`src/rtl/mem_access_unit.sv`:
```
// Memory access unit between the MEM stage and a word-only data memory.
// Provides sub-word loads with extension, read-modify-write sub-word stores and access trapping.
module mem_access_unit #(
    parameter int unsigned BASE_ADDR   = 1024,
    parameter int unsigned DEPTH_WORDS = 65536
) (
    input  logic        clk,
    input  logic        rst,
    input  logic        req_valid,
    input  logic        req_we,
    input  logic [1:0]  req_size,
    input  logic        req_unsigned,
    input  logic [31:0] req_addr,
    input  logic [31:0] req_wdata,
    input  logic [31:0] mem_rdata,
    output logic        mem_read,
    output logic        mem_write,
    output logic [31:0] mem_addr,
    output logic [31:0] mem_wdata,
    output logic        stall,
    output logic [31:0] load_data,
    output logic        load_valid,
    output logic        fault,
    output logic [31:0] fault_addr
);

    localparam logic [1:0]  SZ_B     = 2'b00;
    localparam logic [1:0]  SZ_H     = 2'b01;
    localparam logic [1:0]  SZ_W     = 2'b10;
    // 33-bit bounds so the upper limit cannot wrap
    localparam logic [32:0] ADDR_LO  = 33'(BASE_ADDR);
    localparam logic [32:0] ADDR_HI  = 33'(BASE_ADDR) + (33'(DEPTH_WORDS) << 2);

    typedef enum logic {IDLE, RMW_WR} state_t;

    state_t      state, state_n;
    logic        illegal;
    logic [31:0] aligned_addr;
    logic [7:0]  byte_lane;
    logic [15:0] half_lane;
    logic [31:0] load_ext;
    logic [31:0] merged;
    logic [31:0] merge_q;
    logic [31:0] addr_q;

    assign aligned_addr = {req_addr[31:2], 2'b00};
    assign byte_lane    = mem_rdata[{req_addr[1:0], 3'b000} +: 8];
    assign half_lane    = mem_rdata[{req_addr[1], 4'b0000} +: 16];

    // Alignment and range legality of the presented request
    always_comb begin
        illegal = 1'b0;
        case (req_size)
            SZ_B:    illegal = 1'b0;
            SZ_H:    illegal = req_addr[0];
            SZ_W:    illegal = |req_addr[1:0];
            default: illegal = 1'b1;
        endcase
        if (({1'b0, req_addr} < ADDR_LO) || ({1'b0, req_addr} >= ADDR_HI))
            illegal = 1'b1;
    end

    // Load lane extraction and store lane merge
    always_comb begin
        load_ext = mem_rdata;
        merged   = mem_rdata;
        case (req_size)
            SZ_B: begin
                load_ext = req_unsigned ? {24'h0, byte_lane} : {{24{byte_lane[7]}}, byte_lane};
                merged[{req_addr[1:0], 3'b000} +: 8] = req_wdata[7:0];
            end
            SZ_H: begin
                load_ext = req_unsigned ? {16'h0, half_lane} : {{16{half_lane[15]}}, half_lane};
                merged[{req_addr[1], 4'b0000} +: 16] = req_wdata[15:0];
            end
            default: begin
                load_ext = mem_rdata;
                merged   = mem_rdata;
            end
        endcase
    end

    // Next state and memory-side controls; all enables forced low while in reset
    always_comb begin
        state_n   = state;
        mem_read  = 1'b0;
        mem_write = 1'b0;
        stall     = 1'b0;
        mem_addr  = aligned_addr;
        mem_wdata = req_wdata;
        if (rst) begin
            case (state)
                IDLE: begin
                    if (req_valid && !illegal) begin
                        if (!req_we) begin
                            mem_read = 1'b1;
                        end else if (req_size == SZ_W) begin
                            mem_write = 1'b1;
                        end else begin
                            mem_read = 1'b1;
                            stall    = 1'b1;
                            state_n  = RMW_WR;
                        end
                    end
                end
                RMW_WR: begin
                    mem_write = 1'b1;
                    mem_addr  = addr_q;
                    mem_wdata = merge_q;
                    state_n   = IDLE;
                end
                default: state_n = IDLE;
            endcase
        end
    end

    always_ff @(posedge clk or negedge rst) begin
        if (!rst) begin
            state      <= IDLE;
            load_data  <= 32'h0;
            load_valid <= 1'b0;
            fault      <= 1'b0;
            fault_addr <= 32'h0;
            merge_q    <= 32'h0;
            addr_q     <= 32'h0;
        end else begin
            state      <= state_n;
            load_valid <= 1'b0;
            fault      <= 1'b0;
            if ((state == IDLE) && req_valid) begin
                if (illegal) begin
                    fault      <= 1'b1;
                    fault_addr <= req_addr;
                end else if (!req_we) begin
                    load_data  <= load_ext;
                    load_valid <= 1'b1;
                end else if (req_size != SZ_W) begin
                    merge_q <= merged;
                    addr_q  <= aligned_addr;
                end
            end
        end
    end

endmodule

```
`config.mk`:
```
export PLATFORM = sky130hd
export DESIGN_NAME = mem_access_unit
export DESIGN_NICKNAME = d
export VERILOG_FILES = /design/src/rtl/mem_access_unit.sv
export SDC_FILE = /design/constraint.sdc
export NUM_CORES = 1
export LEC_CHECK = 0
export BUFFER_PORTS_ARGS = -buffer_cell sky130_fd_sc_hd__buf_2
export CORE_MARGIN = 8
export CORE_UTILIZATION = 57
export CTS_BUF_LIST = sky130_fd_sc_hd__clkbuf_4
export DETAILED_ROUTE_END_ITERATION = 8
export GPL_TIMING_DRIVEN = 0
export PLACE_DENSITY = 0.88
export SLEW_MARGIN = 20
export SYNTH_ARGS = -nofsm -noshare
export SYNTH_HDL_FRONTEND = slang
export SYNTH_SLANG_ARGS = --single-unit
export TNS_END_PERCENT = 20
```
`constraint.sdc`:
```
create_clock -name clk -period 3.6 [get_ports clk]
set_input_delay 0 -clock clk [delete_from_list [all_inputs] [get_ports clk]]
set_output_delay 0 -clock clk [all_outputs]
set_load 0.05 [all_outputs]
```
Word level (Yosys, flattened, before mapping)

Index checks and enable logic that the tools add are counted.

Bits of input ports: 103
Bits in registers: 129
Logic and storage cells: 64
Output and inout bits: 133

Bitwise gates (word level): 3
Equality and inequality tests: 3
Shift-type cells: 6
$add $sub $neg: 2
Reductions and logical operators: 9
$lt $le $gt $ge: 2
Muxes and demuxes: 32

Operators with widths:

| cell                                                         | number |
|---|---|
| two-way mux 32 bit                                           | 6 |
| case mux 32 bit (2 select lines)                             | 2 |
| bitwise mux 32 bit                                           | 2 |
| >= comparator 32 x 19 -> 1 bit, second input constant        | 1 |
| less-than comparator 32 x 11 -> 1 bit, second input constant | 1 |
| variable shift 16 x 7 -> 32 bit, first input constant        | 1 |
| variable shift 8 x 7 -> 32 bit, first input constant         | 1 |
| indexed part select 16 x 7 -> 32 bit                         | 1 |
| indexed part select 32 x 6 -> 16 bit                         | 1 |
| indexed part select 32 x 6 -> 8 bit                          | 1 |
| indexed part select 8 x 7 -> 32 bit                          | 1 |
| two-way mux 1 bit                                            | 19 |
| negation 5 -> 7 bit                                          | 2 |
| case mux 1 bit (2 select lines)                              | 2 |
| AND reduction 4 bit                                          | 1 |
| NOT 1 bit                                                    | 3 |
| case mux 1 bit (3 select lines)                              | 1 |
| AND reduction 3 bit                                          | 1 |
| == test 2 x 1 -> 1 bit, second input constant                | 1 |
| == test 2 bit, second input constant                         | 1 |
| logical AND 1 bit                                            | 2 |
| logical NOT 2 bit                                            | 1 |
| != test 2 bit, second input constant                         | 1 |
| AND reduction 2 bit                                          | 1 |
| 3 further kinds                                              | 3 |

Longest topological paths before layout

Word-level depth: 8
Gate-level depth with buffers: 11
Depth with buffers taken out: 7

Least setup slack after synthesis

OpenSTA, ideal clock, no wires.

Kind: input port to output port
Start: input req_addr[1]
End: output mem_read
Buffers on the path: 2
Data required time: 3600 ps
Data arrival time: 3025 ps
Path slack: 575 ps
Stages on the path: 9
Path through: clkbuf_1 inv_1 clkbuf_1 ha_1 inv_1 a2111oi_4 and4b_1 nand2_1 nor4_1

Word-level cells in the longest chain between the ends: 8
Elaborated cells between the ends (all ways): 11
Classes of those cells: order compare: 2; mux: 5; reduce/logical: 4

RTL lines:

| element                                                                    | RTL line | text |
|---|---|---|
| from (decl)                                                                | 13       | `input logic [31:0] req_addr,` |
| less-than comparator 32 x 11 -> 1 bit, or another cell as far along        | 59       | `if (({1'b0, req_addr} < ADDR_LO) \|\| ({1'b0, req_addr} >= ADDR_HI))` |
| logical OR 1 bit / case mux 1 bit (3 select lines) (equally long branches) | 59, 53   |  |
| two-way mux 1 bit *                                                        | 59       |  |
| logical NOT 1 bit *                                                        | 94       | `if (req_valid && !illegal) begin` |
| logical AND 1 bit *                                                        | 94       |  |
| two-way mux 1 bit *                                                        | 94       |  |
| two-way mux 1 bit *                                                        | 92       | `case (state)` |
| two-way mux 1 bit *                                                        | 91       | `if (rst) begin` |
| to (decl)                                                                  | 16       | `output logic mem_read,` |

Every way passes the cells marked *; elsewhere a longest branch is shown, timed or not.

Final worst setup path

Start: input rst
End: output mem_addr[16]

Word-level cells in the longest chain between the ends: 1

RTL lines:

| element            | RTL line | text |
|---|---|---|
| from (decl)        | 8        | `input logic rst,` |
| two-way mux 32 bit | 91       |  |
| to (decl)          | 18       | `output logic [31:0] mem_addr,` |

Every way passes these cells.

==> results.ini <==
[min_path]
hold_path.class=in2reg

[clock_tree]
cts_tree=yes
numCtsBuffers=17
clkTransAtPathRegs_ns=0.12
cts_root_buf=clkbuf_4
htreeDepth=4
max-clock-path-buffers=2
clock-sinks=129
insertion_delay_ns=0.58

[place]
globalplace.congestion=0.966
detailedPlace.worstSlack_ns=0.406
hpwl_um=18100
io_buffers=232

[status]
status=complete, no violations

[global_routing]
antenna_found_initial=2
grt_pass1_vias=7621
grt_max_degree=97
grt_use_total_pct=33.9
grt-ovfl-total=0
grt_pass1_wl_um=42800

[pwr]
comb_power_share_pct=26.1
p_int_w=0.00223
power_w=0.00346
power_switching_w=0.00123
p_per_area_mw_per_mm2=346
clkPwrFrac_pct=30.3
irDropWorstVdd_v=0.000275
p_seq_share_pct=43.6
swShare_pct=35.6
p_leak_nw=5.13

[sta]
worstMarginPinSlew_ns=0.995
relSlewSlack_pct=33.2
rsz0062_at_grt=false
slew_viol_final=0
fin_skew_ns=0.0252
fin_ws_ns=0.379
min_period_ns=3.22
finalSetupViolCount=0
hold_viol_final=0
finalCritPeriodShare_pct=89.5
fmax_mhz=310

[yosys]
synth_compound_area_share_pct=13.2
ys_warn_count=0
ys_seq_elements=129
synthFlopType=dfrtp_1
ys_seq_area_share_pct=44.4
ys_types=49
syn_inst=649
synth_top_family_by_area=multiplexers
avgSynthCellArea_um2=11.2
synth_xor_area_share_pct=0
synthMuxAreaShare_pct=28.0
syn_area_mm2=0.00727
synth_edf_count=0
async_reset_ff_share_pct=100
synthAdderAreaFrac_pct=0.688
synthSimpleGateAreaFrac_pct=9.84

[drt]
via_per_inst=6.04
wl_per_cell_um=23.4
drtIter0Drc=618
routed_wl_um=27800
first_pass_iters=7
vias=7172
drc=0
ant_nets=0

[job]
drv_cap=0

[worst_setup_path]
rrSetupSlack_ns=1.24
crit_type=in2out
start_kind=input pin
cp_data_arrival_time_ns=3.22
end_kind=output pin
required_ns=3.60
cp_max_fo=96

[layout]
final_cell_mix=buf_2 (240), mux2_2 (131), dfrtp_1 (129)
area_delta_synth_final_pct=37.2
layout-drive-gt1-share_pct=44.2
fin_nets=1107
final_common_cell=buf_2

[floorplan]
die_x_um=129
dieArea_mm2=0.0166
die_y_um=129
std_cell_rows=41
start_util_pct=58.1
coreArea_mm2=0.0125
ios=236

==> area by class of cell <==
type,count,area (um2)
buffer,47,218
clock inverter,14,155
fill,773,2530
timing repair buffer,331,2190
inverter,17,63.8
multi-input combinational,457,3770
antenna,2,5.00
tap,172,215
clock buffer,18,135
sequential,129,3230
==> critical path: stages <==
cell and delay (ns):
dlygate4sd3_1 0.53, dlygate4sd3_1 0.58, buf_8 0.14, buf_16 0.23, nand2_1 0.40, clkbuf_1 0.61, mux2_2 0.43, buf_2 0.22
==> cells by family after synthesis <==
group / count (synthesis)
AND/OR/NAND/NOR: 142
other: 1
buffers and inverters: 64
flip-flops: 129
adder cells (fa/ha/maj): 4
AO/OA/AOI/OAI: 137
multiplexers: 172
==> per-stage QoR <==
stage	area, um2	hold WS (ns)	setup TNS [ns]	std cells	util (%)
CTS	9980	0.0106	0	1185	79.7
global placement	8650	0.200	-35.57	1054	69.1
detailed placement	8700	-0.111	0	1055	69.5
floorplan	7280	-0.296	0	650	-
finish	9980	0.0775	0	1187	79.7
global route	9980	0.0495	0	1187	79.7
==> power by group through the flow <==
stage / clock [W] / sequential [W] / combinational (W)
after floorplan: 0 / 0.00165 / 0.000375
after global placement: 0 / 0.00153 / 0.000763
after detailed placement: 0 / 0.00153 / 0.000778
after CTS: 0.00105 / 0.00150 / 0.000872
after global routing: 0.00112 / 0.00151 / 0.000945
final: 0.00105 / 0.00151 / 0.000902
==> state kept, by name, indices dropped and copies added (netlist names) <==
signal      count
fault_addr     32
load_data      32
merge_q        32
addr_q         30
fault           1
load_valid      1
state           1
==> Yosys cell counts, drive strengths merged (2+ instances only) <==
| cell type | number | area share [%] |
|---|---|---|
| or3 | 3 | 0.26 |
| dfrtp | 129 | 44 |
| ha | 4 | 0.69 |
| nand2b | 6 | 0.52 |
| nor2 | 18 | 0.96 |
| o211ai | 4 | 0.41 |
| clkbuf | 32 | 1.7 |
| nor3 | 7 | 0.48 |
| o22ai | 5 | 0.43 |
| and2 | 2 | 0.17 |
| buf | 15 | 1.3 |
| nand3 | 3 | 0.21 |
| mux2i | 11 | 1.5 |
| nand4 | 2 | 0.17 |
| or3b | 2 | 0.24 |
| mux2 | 161 | 26 |
| a31oi | 14 | 1.2 |
| nand2 | 59 | 3.0 |
| a2bb2oi | 4 | 0.48 |
| a22oi | 19 | 2.0 |
| nor2b | 25 | 2.2 |
| a21o | 2 | 0.21 |
| nand3b | 3 | 0.31 |
| a21oi | 17 | 1.2 |
| nor4 | 3 | 0.26 |
| a22o | 24 | 2.9 |
| inv | 17 | 0.88 |
| and4b | 2 | 0.28 |
| nor3b | 2 | 0.21 |
| a221o | 8 | 1.1 |
| or4 | 2 | 0.26 |
| o21ai | 34 | 2.3 |
==> what timing repair did <==
item                       CTS  global route
hold buffers                98             0
buffers inserted             0             0
gates resized for setup      0             0
hold endpoints to repair   241             0
setup endpoints to repair    0             0
==> routing by layer <==
layer	vias to the layer above	global-route usage, %	share of wire (%)
li1	3076	-	-
met1	3423	39.0	36
met2	563	56.2	48
met3	110	9.93	11
met4	0	17.6	4.5
met5	-	0	0
==> final timing paths <==
check | from | depth (start not counted) | end
worst min-delay path | req_unsigned | 5 | load_data[16]
worst max register to register | state | 5 | fault_addr[19]
worst max-delay path | rst | 8 | mem_addr[16]
min in group asynchronous | rst | 4 | load_data[11]
worst min register to register | fault_addr[1] | 1 | fault_addr[1]
max in group asynchronous | rst | 4 | merge_q[9]
Note: power is estimated with default switching activity, not from simulation.
